<file path="src/rtl/ps2_pkg.sv">
// rtl/ps2_pkg.sv - shared types and constants for the PS/2 host blocks
`timescale 1ns/1ps
package ps2_pkg;

  typedef enum logic [2:0] {
    IDLE      = 3'd0,
    INHIBIT   = 3'd1,
    START     = 3'd2,
    SHIFT     = 3'd3,
    ACK       = 3'd4,
    WAIT_IDLE = 3'd5
  } state_e;

  typedef enum logic [1:0] {
    ERR_NONE      = 2'b00,
    ERR_START_TMO = 2'b01,
    ERR_PKT_TMO   = 2'b10,
    ERR_NACK      = 2'b11
  } err_e;

  localparam logic [7:0] CMD_RESET  = 8'hFF;
  localparam logic [7:0] CMD_ENABLE = 8'hF4;
  localparam logic [7:0] RSP_ACK    = 8'hFA;

  // PS/2 frames carry odd parity over the eight data bits
  function automatic logic odd_parity(input logic [7:0] d);
    return ~^d;
  endfunction

endpackage

</file>
<file path="src/rtl/ps2_line_sync.sv">
// rtl/ps2_line_sync.sv - two-flop synchroniser plus falling-edge detect for one PS/2 line
`timescale 1ns/1ps
module ps2_line_sync (
  input  logic clk_i,
  input  logic rst_ni,
  input  logic line_i,
  output logic sync_o,
  output logic fall_o
);

  logic meta_q;
  logic sync_q;
  logic prev_q;

  // Resynchronise the open-drain line; flops reset high (idle bus) so no fake fall after reset
  always_ff @(posedge clk_i or negedge rst_ni) begin
    if (!rst_ni) begin
      meta_q <= 1'b1;
      sync_q <= 1'b1;
      prev_q <= 1'b1;
    end else begin
      meta_q <= line_i;
      sync_q <= meta_q;
      prev_q <= sync_q;
    end
  end

  assign sync_o = sync_q;
  assign fall_o = prev_q & ~sync_q;

endmodule

</file>
<file path="src/rtl/ps2_host_tx.sv">
// rtl/ps2_host_tx.sv - host-to-device PS/2 command byte transmitter
`timescale 1ns/1ps
module ps2_host_tx
  import ps2_pkg::*;
#(
  parameter int CLK_FREQ_HZ  = 100_000_000,
  parameter int INHIBIT_US   = 100,
  parameter int START_TMO_US = 15000,
  parameter int PKT_TMO_US   = 2000
) (
  input  logic       clk,
  input  logic       rst,
  input  logic [7:0] tx_data,
  input  logic       tx_valid,
  output logic       tx_ready,
  input  logic       ps2_clk_in,
  input  logic       ps2_data_in,
  output logic       clk_oe,
  output logic       data_oe,
  output logic       busy,
  output logic       done,
  output logic       err,
  output logic [1:0] err_code
);

  localparam int CYC_PER_US    = CLK_FREQ_HZ / 1_000_000;
  localparam int INHIBIT_CYC   = CYC_PER_US * INHIBIT_US;
  localparam int START_TMO_CYC = CYC_PER_US * START_TMO_US;
  localparam int PKT_TMO_CYC   = CYC_PER_US * PKT_TMO_US;
  localparam int MAX_AB        = (INHIBIT_CYC > START_TMO_CYC) ? INHIBIT_CYC : START_TMO_CYC;
  localparam int MAX_CYC       = (MAX_AB > PKT_TMO_CYC) ? MAX_AB : PKT_TMO_CYC;
  localparam int CNT_W         = $clog2(MAX_CYC + 1);

  localparam logic [CNT_W-1:0] CNT_ONE    = CNT_W'(1);
  localparam logic [CNT_W-1:0] CNT_MAX    = {CNT_W{1'b1}};
  localparam logic [CNT_W-1:0] INH_LAST   = CNT_W'(INHIBIT_CYC - 1);
  localparam logic [CNT_W-1:0] INH_PRE    = CNT_W'(INHIBIT_CYC - 2);
  localparam logic [CNT_W-1:0] START_LAST = CNT_W'(START_TMO_CYC - 1);
  localparam logic [CNT_W-1:0] PKT_LAST   = CNT_W'(PKT_TMO_CYC - 1);

  state_e           state_q, state_d;
  logic [CNT_W-1:0] cnt_q, cnt_d;
  logic [CNT_W-1:0] pkt_q, pkt_d;
  logic [3:0]       bit_cnt_q, bit_cnt_d;
  logic [9:0]       shreg_q, shreg_d;
  logic             clk_oe_q, clk_oe_d;
  logic             data_oe_q, data_oe_d;
  logic             done_q, done_d;
  logic             err_q, err_d;
  err_e             err_code_q, err_code_d;

  logic clk_sync, clk_fall;
  logic data_sync, data_fall_unused;

  ps2_line_sync u_clk_sync (
    .clk_i  (clk),
    .rst_ni (rst),
    .line_i (ps2_clk_in),
    .sync_o (clk_sync),
    .fall_o (clk_fall)
  );

  ps2_line_sync u_data_sync (
    .clk_i  (clk),
    .rst_ni (rst),
    .line_i (ps2_data_in),
    .sync_o (data_sync),
    .fall_o (data_fall_unused)
  );

  // State, counters and registered line drivers; reset releases the bus at once
  always_ff @(posedge clk or negedge rst) begin
    if (!rst) begin
      state_q    <= IDLE;
      cnt_q      <= '0;
      pkt_q      <= '0;
      bit_cnt_q  <= '0;
      shreg_q    <= '0;
      clk_oe_q   <= 1'b0;
      data_oe_q  <= 1'b0;
      done_q     <= 1'b0;
      err_q      <= 1'b0;
      err_code_q <= ERR_NONE;
    end else begin
      state_q    <= state_d;
      cnt_q      <= cnt_d;
      pkt_q      <= pkt_d;
      bit_cnt_q  <= bit_cnt_d;
      shreg_q    <= shreg_d;
      clk_oe_q   <= clk_oe_d;
      data_oe_q  <= data_oe_d;
      done_q     <= done_d;
      err_q      <= err_d;
      err_code_q <= err_code_d;
    end
  end

  // Next-state logic: line values only change on the cycle a device fall is seen
  always_comb begin
    state_d    = state_q;
    cnt_d      = cnt_q;
    pkt_d      = pkt_q;
    bit_cnt_d  = bit_cnt_q;
    shreg_d    = shreg_q;
    clk_oe_d   = clk_oe_q;
    data_oe_d  = data_oe_q;
    done_d     = 1'b0;
    err_d      = 1'b0;
    err_code_d = err_code_q;

    case (state_q)
      IDLE: begin
        clk_oe_d  = 1'b0;
        data_oe_d = 1'b0;
        if (tx_valid) begin
          shreg_d    = {1'b1, odd_parity(tx_data), tx_data};
          err_code_d = ERR_NONE;
          cnt_d      = '0;
          bit_cnt_d  = '0;
          clk_oe_d   = 1'b1;
          state_d    = INHIBIT;
        end
      end

      INHIBIT: begin
        if (cnt_q == INH_LAST) begin
          clk_oe_d  = 1'b0;
          data_oe_d = 1'b1;
          cnt_d     = '0;
          state_d   = START;
        end else begin
          cnt_d = (cnt_q == CNT_MAX) ? cnt_q : cnt_q + CNT_ONE;
          // Start bit is asserted one cycle before the clock is let go
          if (cnt_q == INH_PRE) begin
            data_oe_d = 1'b1;
          end
        end
      end

      START: begin
        if (clk_fall) begin
          data_oe_d = ~shreg_q[0];
          bit_cnt_d = 4'd1;
          pkt_d     = '0;
          state_d   = SHIFT;
        end else if (cnt_q == START_LAST) begin
          err_d      = 1'b1;
          err_code_d = ERR_START_TMO;
          clk_oe_d   = 1'b0;
          data_oe_d  = 1'b0;
          state_d    = IDLE;
        end else begin
          cnt_d = (cnt_q == CNT_MAX) ? cnt_q : cnt_q + CNT_ONE;
        end
      end

      SHIFT: begin
        pkt_d = (pkt_q == CNT_MAX) ? pkt_q : pkt_q + CNT_ONE;
        if (clk_fall) begin
          data_oe_d = ~shreg_q[bit_cnt_q];
          bit_cnt_d = bit_cnt_q + 4'd1;
          if (bit_cnt_q == 4'd9) begin
            state_d = ACK;
          end
        end else if (pkt_q == PKT_LAST) begin
          err_d      = 1'b1;
          err_code_d = ERR_PKT_TMO;
          clk_oe_d   = 1'b0;
          data_oe_d  = 1'b0;
          state_d    = IDLE;
        end
      end

      ACK: begin
        pkt_d = (pkt_q == CNT_MAX) ? pkt_q : pkt_q + CNT_ONE;
        if (clk_fall) begin
          bit_cnt_d = bit_cnt_q + 4'd1;
          if (!data_sync) begin
            state_d = WAIT_IDLE;
          end else begin
            err_d      = 1'b1;
            err_code_d = ERR_NACK;
            clk_oe_d   = 1'b0;
            data_oe_d  = 1'b0;
            state_d    = IDLE;
          end
        end else if (pkt_q == PKT_LAST) begin
          err_d      = 1'b1;
          err_code_d = ERR_PKT_TMO;
          clk_oe_d   = 1'b0;
          data_oe_d  = 1'b0;
          state_d    = IDLE;
        end
      end

      WAIT_IDLE: begin
        pkt_d = (pkt_q == CNT_MAX) ? pkt_q : pkt_q + CNT_ONE;
        if (clk_sync && data_sync) begin
          done_d  = 1'b1;
          state_d = IDLE;
        end else if (pkt_q == PKT_LAST) begin
          err_d      = 1'b1;
          err_code_d = ERR_PKT_TMO;
          clk_oe_d   = 1'b0;
          data_oe_d  = 1'b0;
          state_d    = IDLE;
        end
      end

      default: begin
        clk_oe_d  = 1'b0;
        data_oe_d = 1'b0;
        state_d   = IDLE;
      end
    endcase
  end

  assign tx_ready = (state_q == IDLE);
  assign busy     = (state_q != IDLE);
  assign clk_oe   = clk_oe_q;
  assign data_oe  = data_oe_q;
  assign done     = done_q;
  assign err      = err_q;
  assign err_code = err_code_q;

endmodule

</file>
<file path="config.mk">
export PLATFORM = sky130hd
export DESIGN_NAME = ps2_host_tx
export DESIGN_NICKNAME = d
export VERILOG_FILES = /design/src/rtl/ps2_pkg.sv /design/src/rtl/ps2_line_sync.sv /design/src/rtl/ps2_host_tx.sv
export SDC_FILE = /design/constraint.sdc
export NUM_CORES = 1
export LEC_CHECK = 0
export BUFFER_PORTS_ARGS = -buffer_cell sky130_fd_sc_hd__buf_2
export CAP_MARGIN = 25
export CORE_MARGIN = 5
export CORE_UTILIZATION = 55
export CTS_CLUSTER_SIZE = 40
export DETAILED_ROUTE_END_ITERATION = 6
export GPL_TIMING_DRIVEN = 0
export PLACE_DENSITY_LB_ADDON = 0.1
export SETUP_SLACK_MARGIN = 0.5
export SLEW_MARGIN = 25
export SYNTH_ARGS = -nofsm -noshare
export SYNTH_HDL_FRONTEND = slang
export SYNTH_HIERARCHICAL = 1
export SYNTH_SLANG_ARGS = --single-unit
</file>
<file path="constraint.sdc">
create_clock -name clk -period 2.9 [get_ports clk]
set_input_delay 0.435 -clock clk [delete_from_list [all_inputs] [get_ports clk]]
set_output_delay 0.435 -clock clk [all_outputs]
set_load 0.01 [all_outputs]
</file>
==> impl_metrics.ini <==
[timing]
rsz0062_at_grt = no
hold_ws_ns = 0.175
tns_ns = 0
fmax_mhz = 432
worst_pin_slew_ns = 0.599
finalClockSkew_ns = 0.0126
fin_crit_sh_pct = 79.8
hold_viol = 0
slew_headroom_pct = 60.0
final-setup-viol-count = 0
layout_min_cycle_time_ns = 2.31
fin_ws_ns = 0.587
drv_slew = 0

[drt]
ant_nets = 0
detail_route.wl_per_cell_um = 16.3
drt-total-wl_um = 9500
drt_pre_antenna_iters = 5
via_per_inst = 5.95
drc = 0
dr_total_vias = 3460
drtIter0Drc = 238

[clock_tree]
clock_latency_ns = 0.35
numCtsBuffers = 9
cts_buffer_depth = 2
cts-root-buf = clkbuf_8
clkSinkCount = 70
htreeDepth = 3
cts_tree = yes
path_clk_slew_ns = 0.08

[pwr]
peakVddDrop_v = 0.000491
power_mw = 3.56
p_per_area_nw_per_um2 = 764
power_leakage_nw = 2.04

[layout]
antenna_cells = 0
final_area_um2 = 4660
layout_common_cells = dfrtp_1 (64), nor2_1 (60), nand3_1 (29)
drive_gt1_share_pct = 18.8
instances_no_fill = 582
final_util_pct = 64.6
final_common_cell = dfrtp_1
layout.nets = 496
area_delta_synth_final_pct = 14.4

[synth]
netlist_area_um2 = 4070
avgSynthCellArea_um2 = 9.28
synth_fp_nets = 457
yosysWarningCount = 6
synthCells = 439

[place]
placed_cells_incl_taps = 559
dp_slack_ns = 0.220
gp_congestion = 0.895
io_buffers = 20
placed_cell_area_um2 = 4330
place_hpwl_um = 6480

[floorplan]
core-area_um2 = 7210
start_util_pct = 56.5
die_w_um = 96.1
die_area_um2 = 9230
core.rowCount = 31
die_h_um = 96.1
pin_count = 21

[hold_path]
min_from = ps2_data_in
hp-class = input pin to register
min_to = u_data_sync/meta_q
whs_path_depth = 1

[worst_setup_path]
crit_path_max_fanout = 3
worst_path_max_delay_cell = or4b_4
cp-start-kind = register
arrival_ns = 2.55
required_ns = 3.13
reg2reg_from = cnt_q[12]
crit_top_cell = buf_4
worstReg2RegEnd = state_q[1]
reg2reg_depth = 8
path_class = register to register
slowest_delay_ns = 0.56
crit_chain = or4b_4 > nor4_4 > buf_4 > buf_4 > o21ai_2 > a211oi_2 > mux2i_1 > nand3b_1
reg2reg_setup_slack_ns = 0.59
end_kind = register

[global_routing]
grt_pass1_wl_um = 15900
grt_pass1_vias = 3308
grt_max_degree = 47
grt_antenna_before_repair = 0
grt-ovfl-total = 0
gr-usage-all-layers_pct = 22.1

[status]
outcome = completed

[job]
max_cap_violations = 0
[sequential cells by signal (all words and copies together) (netlist names), 2 cells and up]
register   cells
state_q        3
err_code       2
bit_cnt_q      4
cnt_q         21
shreg_q       10
pkt_q         21
[worst max-delay path: cells and delay by family, from the launching register on]
family / cells / cell delay [ns]
simple gates: 3 / 1.06
flops: 1 / 0.40
buf+inv: 2 / 0.32
compound gates: 2 / 0.31
mux: 1 / 0.10
[report_power, final]
| part | switching, mW | internal [mW] |
|---|---|---|
| clock network | 0.371 | 0.506 |
| registers | 0.124 | 1.14 |
| logic | 0.839 | 0.578 |
[layout make-up]
cell class	count	area, um^2
Multi-Input combinational cell	337	2200
Timing Repair Buffer	28	185
Clock buffer	12	145
Clock inverter	4	70.1
Tap cell	99	124
Fill cell	631	2550
Inverter	14	52.6
Sequential cell	70	1760
Buffer	18	121
[timing repair]
item / 4_1_cts / 5_1_grt
setup buffers: 3 / 3
endpoints found under the hold margin: 21 / 0
setup endpoints to repair: 29 / 26
cloned: 0 / 0
gates resized for setup: 5 / 11
pin swaps: 1 / 4
hold buffers: 1 / 0
[per-layer routing]
metal | vias to the layer above | global-route usage (%) | part of all wire (%)
li1 | 1643 | - | -
met1 | 1675 | 30.1 | 44
met2 | 118 | 35.0 | 49
met3 | 24 | 3.52 | 5.3
met4 | 0 | 9.48 | 1.9
met5 | - | 0 | 0
[worst max-delay path by stage]
stage / start / end / cells after the start
floorplan: cnt_q[11] / cnt_q[12] / 7
global placement: cnt_q[11] / clk_oe / 5
detailed placement: cnt_q[11] / clk_oe / 5
CTS: cnt_q[7] / clk_oe / 6
global route: cnt_q[12] / state_q[1] / 8
finish: cnt_q[12] / state_q[1] / 8
Note: power is estimated with default switching activity, not from simulation.
